File: src/rtl/regfile_wb_scheduler_if.sv
// Bundle of scoreboard, writeback-request and register-file write-port signals
// exchanged between the pipeline and regfile_wb_scheduler.
interface regfile_wb_scheduler_if #(
  parameter int unsigned DATA_WIDTH = 32,
  parameter int unsigned ADDR_WIDTH = 5
);
  // Issue-stage reservation and hazard queries
  logic                  alloc_valid;
  logic [ADDR_WIDTH-1:0] alloc_addr;
  logic                  alloc_busy;
  logic [ADDR_WIDTH-1:0] rs1_addr;
  logic [ADDR_WIDTH-1:0] rs2_addr;
  logic                  rs1_busy;
  logic                  rs2_busy;

  // Writeback requesters: 0 = ALU, 1 = load/memory
  logic                  req0_valid;
  logic [ADDR_WIDTH-1:0] req0_addr;
  logic [DATA_WIDTH-1:0] req0_data;
  logic                  req0_ready;
  logic                  req1_valid;
  logic [ADDR_WIDTH-1:0] req1_addr;
  logic [DATA_WIDTH-1:0] req1_data;
  logic                  req1_ready;

  // Register-file write port and status
  logic                  reg_write;
  logic [ADDR_WIDTH-1:0] write_addr;
  logic [DATA_WIDTH-1:0] write_data;
  logic                  wb_unalloc_err;
  logic                  idle;

  modport master (
    output alloc_valid, alloc_addr, rs1_addr, rs2_addr,
    output req0_valid, req0_addr, req0_data,
    output req1_valid, req1_addr, req1_data,
    input  alloc_busy, rs1_busy, rs2_busy, req0_ready, req1_ready,
    input  reg_write, write_addr, write_data, wb_unalloc_err, idle
  );

  modport slave (
    input  alloc_valid, alloc_addr, rs1_addr, rs2_addr,
    input  req0_valid, req0_addr, req0_data,
    input  req1_valid, req1_addr, req1_data,
    output alloc_busy, rs1_busy, rs2_busy, req0_ready, req1_ready,
    output reg_write, write_addr, write_data, wb_unalloc_err, idle
  );
endinterface

File: src/rtl/regfile_wb_scheduler.sv
// Round-robin arbiter for the single register-file write port, with a registered
// write stage and a busy-bit scoreboard for RAW/WAW hazard stalls.
module regfile_wb_scheduler #(
  parameter int unsigned DATA_WIDTH = 32,
  parameter int unsigned ADDR_WIDTH = 5
) (
  input logic                  clk,
  input logic                  rst,
  regfile_wb_scheduler_if.slave bus
);

  localparam int unsigned NumRegs = 2 ** ADDR_WIDTH;

  logic [NumRegs-1:0]    busy_q, busy_d;
  logic                  rr_q, rr_d;
  logic                  reg_write_q, reg_write_d;
  logic [ADDR_WIDTH-1:0] write_addr_q, write_addr_d;
  logic [DATA_WIDTH-1:0] write_data_q, write_data_d;
  logic                  err_q, err_d;

  logic                  grant0, grant1, xfer;
  logic [ADDR_WIDTH-1:0] wb_addr;
  logic [DATA_WIDTH-1:0] wb_data;
  logic                  wb_nonzero;

  // rr_q selects the winner only when both requesters are valid
  always_comb begin
    grant0 = bus.req0_valid && (!bus.req1_valid || !rr_q);
    grant1 = bus.req1_valid && (!bus.req0_valid || rr_q);
    xfer   = grant0 || grant1;
    wb_addr = grant1 ? bus.req1_addr : bus.req0_addr;
    wb_data = grant1 ? bus.req1_data : bus.req0_data;
    wb_nonzero = xfer && (wb_addr != '0);
  end

  always_comb begin
    rr_d         = rr_q;
    busy_d       = busy_q;
    err_d        = err_q;
    reg_write_d  = 1'b0;
    write_addr_d = write_addr_q;
    write_data_d = write_data_q;

    if (grant0) begin
      rr_d = 1'b1;
    end else if (grant1) begin
      rr_d = 1'b0;
    end

    if (wb_nonzero) begin
      reg_write_d  = 1'b1;
      write_addr_d = wb_addr;
      write_data_d = wb_data;
      busy_d[wb_addr] = 1'b0;
      if (!busy_q[wb_addr]) begin
        err_d = 1'b1;
      end
    end

    // Set after clear so a same-cycle reallocation keeps the new producer outstanding
    if (bus.alloc_valid && (bus.alloc_addr != '0)) begin
      busy_d[bus.alloc_addr] = 1'b1;
    end
    busy_d[0] = 1'b0;
  end

  always_ff @(posedge clk or negedge rst) begin
    if (!rst) begin
      busy_q       <= '0;
      rr_q         <= 1'b0;
      reg_write_q  <= 1'b0;
      write_addr_q <= '0;
      write_data_q <= '0;
      err_q        <= 1'b0;
    end else begin
      busy_q       <= busy_d;
      rr_q         <= rr_d;
      reg_write_q  <= reg_write_d;
      write_addr_q <= write_addr_d;
      write_data_q <= write_data_d;
      err_q        <= err_d;
    end
  end

  // Queries see registered state only; busy_q[0] is held at zero
  always_comb begin
    bus.alloc_busy     = busy_q[bus.alloc_addr];
    bus.rs1_busy       = busy_q[bus.rs1_addr];
    bus.rs2_busy       = busy_q[bus.rs2_addr];
    bus.req0_ready     = grant0;
    bus.req1_ready     = grant1;
    bus.reg_write      = reg_write_q;
    bus.write_addr     = write_addr_q;
    bus.write_data     = write_data_q;
    bus.wb_unalloc_err = err_q;
    bus.idle           = (busy_q == '0) && !reg_write_q;
  end

endmodule

File: src/flat_wrapper.sv
// flat-port wrapper written by rule: the top's interface ports become plain ports
module regfile_wb_scheduler_flat 
#(
  parameter int unsigned DATA_WIDTH = 32,
  parameter int unsigned ADDR_WIDTH = 5
)
  (clk, rst, bus_alloc_valid, bus_alloc_addr, bus_rs1_addr, bus_rs2_addr, bus_req0_valid, bus_req0_addr, bus_req0_data, bus_req1_valid, bus_req1_addr, bus_req1_data, bus_alloc_busy, bus_rs1_busy, bus_rs2_busy, bus_req0_ready, bus_req1_ready, bus_reg_write, bus_write_addr, bus_write_data, bus_wb_unalloc_err, bus_idle);
  regfile_wb_scheduler_if #(.DATA_WIDTH(DATA_WIDTH), .ADDR_WIDTH(ADDR_WIDTH)) bus_i ();
  input logic clk;
  input logic rst;
  input wire logic [$bits(bus_i.alloc_valid)-1:0] bus_alloc_valid;
  input wire logic [$bits(bus_i.alloc_addr)-1:0] bus_alloc_addr;
  input wire logic [$bits(bus_i.rs1_addr)-1:0] bus_rs1_addr;
  input wire logic [$bits(bus_i.rs2_addr)-1:0] bus_rs2_addr;
  input wire logic [$bits(bus_i.req0_valid)-1:0] bus_req0_valid;
  input wire logic [$bits(bus_i.req0_addr)-1:0] bus_req0_addr;
  input wire logic [$bits(bus_i.req0_data)-1:0] bus_req0_data;
  input wire logic [$bits(bus_i.req1_valid)-1:0] bus_req1_valid;
  input wire logic [$bits(bus_i.req1_addr)-1:0] bus_req1_addr;
  input wire logic [$bits(bus_i.req1_data)-1:0] bus_req1_data;
  output wire logic [$bits(bus_i.alloc_busy)-1:0] bus_alloc_busy;
  output wire logic [$bits(bus_i.rs1_busy)-1:0] bus_rs1_busy;
  output wire logic [$bits(bus_i.rs2_busy)-1:0] bus_rs2_busy;
  output wire logic [$bits(bus_i.req0_ready)-1:0] bus_req0_ready;
  output wire logic [$bits(bus_i.req1_ready)-1:0] bus_req1_ready;
  output wire logic [$bits(bus_i.reg_write)-1:0] bus_reg_write;
  output wire logic [$bits(bus_i.write_addr)-1:0] bus_write_addr;
  output wire logic [$bits(bus_i.write_data)-1:0] bus_write_data;
  output wire logic [$bits(bus_i.wb_unalloc_err)-1:0] bus_wb_unalloc_err;
  output wire logic [$bits(bus_i.idle)-1:0] bus_idle;
  assign bus_i.alloc_valid = bus_alloc_valid;
  assign bus_i.alloc_addr = bus_alloc_addr;
  assign bus_i.rs1_addr = bus_rs1_addr;
  assign bus_i.rs2_addr = bus_rs2_addr;
  assign bus_i.req0_valid = bus_req0_valid;
  assign bus_i.req0_addr = bus_req0_addr;
  assign bus_i.req0_data = bus_req0_data;
  assign bus_i.req1_valid = bus_req1_valid;
  assign bus_i.req1_addr = bus_req1_addr;
  assign bus_i.req1_data = bus_req1_data;
  assign bus_alloc_busy = bus_i.alloc_busy;
  assign bus_rs1_busy = bus_i.rs1_busy;
  assign bus_rs2_busy = bus_i.rs2_busy;
  assign bus_req0_ready = bus_i.req0_ready;
  assign bus_req1_ready = bus_i.req1_ready;
  assign bus_reg_write = bus_i.reg_write;
  assign bus_write_addr = bus_i.write_addr;
  assign bus_write_data = bus_i.write_data;
  assign bus_wb_unalloc_err = bus_i.wb_unalloc_err;
  assign bus_idle = bus_i.idle;
  regfile_wb_scheduler #(.DATA_WIDTH(DATA_WIDTH), .ADDR_WIDTH(ADDR_WIDTH)) u_core (.clk(clk), .rst(rst), .bus(bus_i));
endmodule
File: config.mk
export PLATFORM = sky130hd
export DESIGN_NAME = regfile_wb_scheduler_flat
export DESIGN_NICKNAME = d
export VERILOG_FILES = /design/src/rtl/regfile_wb_scheduler_if.sv /design/src/rtl/regfile_wb_scheduler.sv /design/src/flat_wrapper.sv
export SDC_FILE = /design/constraint.sdc
export NUM_CORES = 1
export LEC_CHECK = 0
export BUFFER_PORTS_ARGS = -buffer_cell sky130_fd_sc_hd__buf_2
export CORE_MARGIN = 2
export CORE_UTILIZATION = 52
export CTS_CLUSTER_SIZE = 16
export DETAILED_ROUTE_END_ITERATION = 8
export GPL_TIMING_DRIVEN = 0
export HOLD_SLACK_MARGIN = 0.03
export PLACE_DENSITY_LB_ADDON = 0.15
export SYNTH_ARGS = -nofsm -noshare
export SYNTH_HDL_FRONTEND = slang
export SYNTH_SLANG_ARGS = --single-unit
File: constraint.sdc
create_clock -name clk -period 3.1 [get_ports clk]
set_input_delay 0.62 -clock clk [delete_from_list [all_inputs] [get_ports clk]]
set_output_delay 0.62 -clock clk [all_outputs]
set_load 0.1 [all_outputs]
* After elaboration in Yosys (flattened, before gate mapping)
Index checks and enable logic that the tools add are counted.
** Operators by class
- Multiplexer cells :: 19
- $lt $le $gt $ge :: 6
- Reductions and logical operators :: 19
- Bitwise logic cells :: 4
** Operators by type and width (number)
- two-way mux 32 bit :: 3
- bitwise AND 32 bit :: 1
- zero test 32 bit :: 1
- inverter 32 bit :: 1
- bitwise OR 32 bit :: 1
- < comparator 5 x 6 -> 1 bit, second input constant :: 4
- binary-select mux 1 bit (select 5 bit) :: 4
- demux 1 bit (select 5 bit) :: 2
- greater-or-equal comparator 5 x 1 -> 1 bit, second input constant :: 2
- nonzero test 5 bit :: 2
- two-way mux 1 bit :: 9
- logical AND 1 bit :: 7
- two-way mux 5 bit :: 1
- zero test 1 bit :: 4
- logical OR 1 bit :: 3
- AND reduction 2 bit :: 1
- nonzero test 2 bit :: 1
- inverter 1 bit :: 1
** Word-level totals
- Flip-flop bits (word level) :: 71
- Word-level logic and storage cells :: 54

* Longest topological paths before layout
- Word-level depth :: 13
- Gate-level depth with buffers :: 9
- Mapped depth without buffers :: 7

* Least setup slack after synthesis
Ideal clock, no wire load.
- Path kind :: input port to output port
- Start point :: in bus_req1_valid
- End point :: out bus_req0_ready
- Slack :: -512 ps
- Buffers on the path :: 1
- Stages on the path :: 2
- Data arrival time :: 2992 ps
- Required time :: 2480 ps
- Cells stage by stage :: clkbuf_1 > a21boi_0
** Between the ends
- Longest elaborated chain between the ends :: 3
** Ends and longest elaborated chain
- start: declaration :: RTL line flat_wrapper.sv:18 : input wire logic [$bits(bus_i.req1_valid)-1:0] bus_req1_valid;
- zero test 1 bit :: RTL line regfile_wb_scheduler.sv:28 : grant0 = bus.req0_valid && (!bus.req1_valid || !rr_q);
- logical OR 1 bit :: RTL line regfile_wb_scheduler.sv:28
- logical AND 1 bit :: RTL line regfile_wb_scheduler.sv:28
- end: declaration :: RTL line flat_wrapper.sv:24 : output wire logic [$bits(bus_i.req0_ready)-1:0] bus_req0_ready;
No other way between the ends.

* Worst setup path in the final report
- Start point :: in bus_rs2_addr[0]
- End point :: out bus_rs2_busy
** Between the ends
- Longest elaborated chain between the ends :: 2
** Ends and longest elaborated chain
- start: declaration :: RTL line flat_wrapper.sv:14 : input wire logic [$bits(bus_i.rs2_addr)-1:0] bus_rs2_addr;
- binary-select mux 1 bit (select 5 bit) :: RTL line regfile_wb_scheduler.sv:89 : bus.rs2_busy = busy_q[bus.rs2_addr];
- two-way mux 1 bit (implied by the code) :: RTL line regfile_wb_scheduler.sv:89
- end: declaration :: RTL line flat_wrapper.sv:23 : output wire logic [$bits(bus_i.rs2_busy)-1:0] bus_rs2_busy;
No other way between the ends. The select of a mux whose other input is x is not followed.

==> flow_summary.toml <==
[cts]
ctsHoldBuffers = 0
cts.sinks = 71
cts_made_buffers = 9
clk_latency_ns = 0.34
cts_tree = "done"
htree_levels = 3
clockBufferDepth = 2
clk_pin_slew_ns = 0.07
cts_root_buf = "clkbuf_8"

[sta]
holdWs_ns = 0.391
finalClockSkew_ns = 0.00647
max_freq_mhz = 331
rsz0062_at_grt = "false"
setup-violations-final = 0
slew_headroom = 0.413
worst_slew_pin_slew_ns = 0.881
period_share = 0.975
slew_viol_final = 0
hold_viol = 0
period_minus_slack_ns = 3.02

[routing]
drt_iter0_markers = 421
remaining_drc_errors = 0
wirelength_um = 13000
dr.pass1.iters = 5
dr_total_vias = 4299
vias_per_cell = 6.28
ant_nets = 0
avgRoutedWirePerCell_um = 19.0

[worst_hold_path]
hold_class = "in -> async"

[yosys]
synth_edf_count = 0
synth_ff_type = "dfrtp_1"
yosysUniqueCellTypes = 45
yosysSeqAreaShare = 0.396
synth.cell_area_mm2 = 0.00448
async_flop_share = 1.00
ys_ff_latch = 71
yosysWarnings = 0
syn_nets = 532
synthCells = 438
avgSynthCellArea_um2 = 10.2

[global_route]
grt_max_degree = 72
grt_pass1_vias = 4136
grt_pass1_wl_um = 20800
grtUsageTotal = 0.278
grt.overflow.total = 0
antenna_found_initial = 0

[power]
peakVddDrop_mv = 0.358
power_density_mw_per_mm2 = 661
leakagePower_nw = 2.47

[worst_setup_path]
critPathCaptureType = "output pin"
cp_max_fo = 9
required_ns = 2.48
crit_path_start_kind = "input port"
crit_arrival_ns = 2.40
crit_type = "in -> out"

[floorplan]
die_h_um = 96.9
rows = 33
coreArea_mm2 = 0.00830
ios = 139
dieArea_mm2 = 0.00938
fp.dieW_um = 96.9
start_util = 0.540

[cells_and_area]
layout-drive-gt1-share = 0.357
mostFrequentLayoutCells = "buf_2, dfrtp_1, o21ai_0, nand2_1"
fin_util = 0.657
areaGrowthSynthToFinish_pct = 21.7
layout_commonest_cell = "buf_2"
n_antenna_cell = 0
nets = 672

[place]
portBuffers = 129
gp_congestion = 0.893
hpwl_um = 9610

[outcome]
outcome = "finished, final reports clean"

[run]
maxCapViolCount = 0
-- repair_timing --
action / CTS / global route
endpoints found under the setup margin: 3 / 3
resized for setup: 4 / 8
pin swaps: 0 / 0
gates cloned: 0 / 0
buffers inserted: 0 / 0
-- flip-flops by register name (all words and copies together) (netlist names) --
name	cells
u_core.bus.reg_write	1
u_core.bus.wb_unalloc_err	1
u_core.bus.write_addr	5
u_core.bus.write_data	32
u_core.busy_q	31
u_core.rr_q	1
-- final cells by class --
class / instances / area (um^2)
multi-input combinational: 329 / 2540
tap: 105 / 131
buffer: 25 / 134
clock inverter: 1 / 5.00
timing repair buffer: 129 / 651
clock buffer: 12 / 165
sequential: 71 / 1780
fill: 701 / 2850
inverter: 13 / 48.8
-- cells in the mapped netlist, drive strengths merged, types with 2 or more instances --
cell type	count	area share
o31ai	5	0.011
nor2b	2	0.0028
a21oi	5	0.0056
inv	13	0.011
or2	2	0.0028
nand3b	5	0.0084
nand3	12	0.013
mux2i	38	0.085
o211ai	3	0.0050
o22ai	3	0.0042
mux4	34	0.17
buf	12	0.016
a21boi	2	0.0033
dfrtp	71	0.40
nor2	8	0.0067
nand2	54	0.046
mux2	4	0.011
and2	2	0.0028
o21ai	108	0.12
or3b	2	0.0039
and3	3	0.0042
nand4	2	0.0028
a2111oi	2	0.0039
nor4	11	0.015
a31oi	2	0.0028
a211oi	2	0.0033
a211o	3	0.0059
nor3	2	0.0022
clkbuf	13	0.011
or3	2	0.0028
nand2b	3	0.0042
-- worst paths after layout --
kind | start | end | slack [ns] | depth (start not counted)
setup / recovery | bus_rs2_addr[0] | bus_rs2_busy | 0.08 | 5
hold / removal | rst | u_core.bus.write_data[14] | 0.39 | 1
setup reg to reg | u_core.rr_q | u_core.busy_q[1] | 0.50 | 8
hold reg to reg | u_core.bus.write_data[7] | u_core.bus.write_data[7] | 0.48 | 2
max in group asynchronous | rst | u_core.busy_q[11] | 2.13 | 1
min in group clk | u_core.bus.write_data[7] | u_core.bus.write_data[7] | 0.48 | 2
-- power by group --
part	leakage (nW)	switching (W)	internal, W
clock network	0.0902	0.000314	0.000342
registers	0.859	0.000294	0.00111
logic	1.52	0.00103	0.000517
-- metrics by stage --
stage / setup WS, ns / TNS [ns] / area (um^2) / total power [W] / cells
4_1_cts: 0.0273 / 0 / 5450 / 0.00359 / 685
2_1_floorplan: 0.0670 / 0 / 4490 / 0.00252 / 438
6_report: 0.0782 / 0 / 5450 / 0.00361 / 685
3_5_place_dp: -0.181 / -0.190 / 5270 / 0.00294 / 672
5_1_grt: 0.00624 / 0 / 5450 / 0.00377 / 685
3_3_place_gp: -0.176 / -0.176 / 5270 / 0.00290 / 672
-- worst max-delay path, cell delays in order --
cell and delay (ns):
clkbuf_4 0.21, mux4_2 0.54, mux4_2 0.45, mux2_2 0.27, buf_2 0.29
-- logic make-up (layout without fill, tap and decap cells) --
family                 count (synthesis)  count (layout)  share of synthesized area
AND/OR/NAND/NOR                      112             112                      0.121
AO/OA/AOI/OAI                        141             141                      0.178
buffers and inverters                 38             180                     0.0374
flip-flops                            71              71                      0.396
multiplexers                          76              76                      0.267
-- per-layer routing --
metal / vias to the layer above / wire length, um / share of wire / global-route usage
li1: 1944 / - / - / -
met2: 264 / 6160 / 0.47 / 0.436
met1: 2063 / 5140 / 0.40 / 0.390
met5: - / 0 / 0 / 0
met4: 0 / 273 / 0.021 / 0.0986
met3: 28 / 1420 / 0.11 / 0.0542
Note: power is estimated with default switching activity, not from simulation.
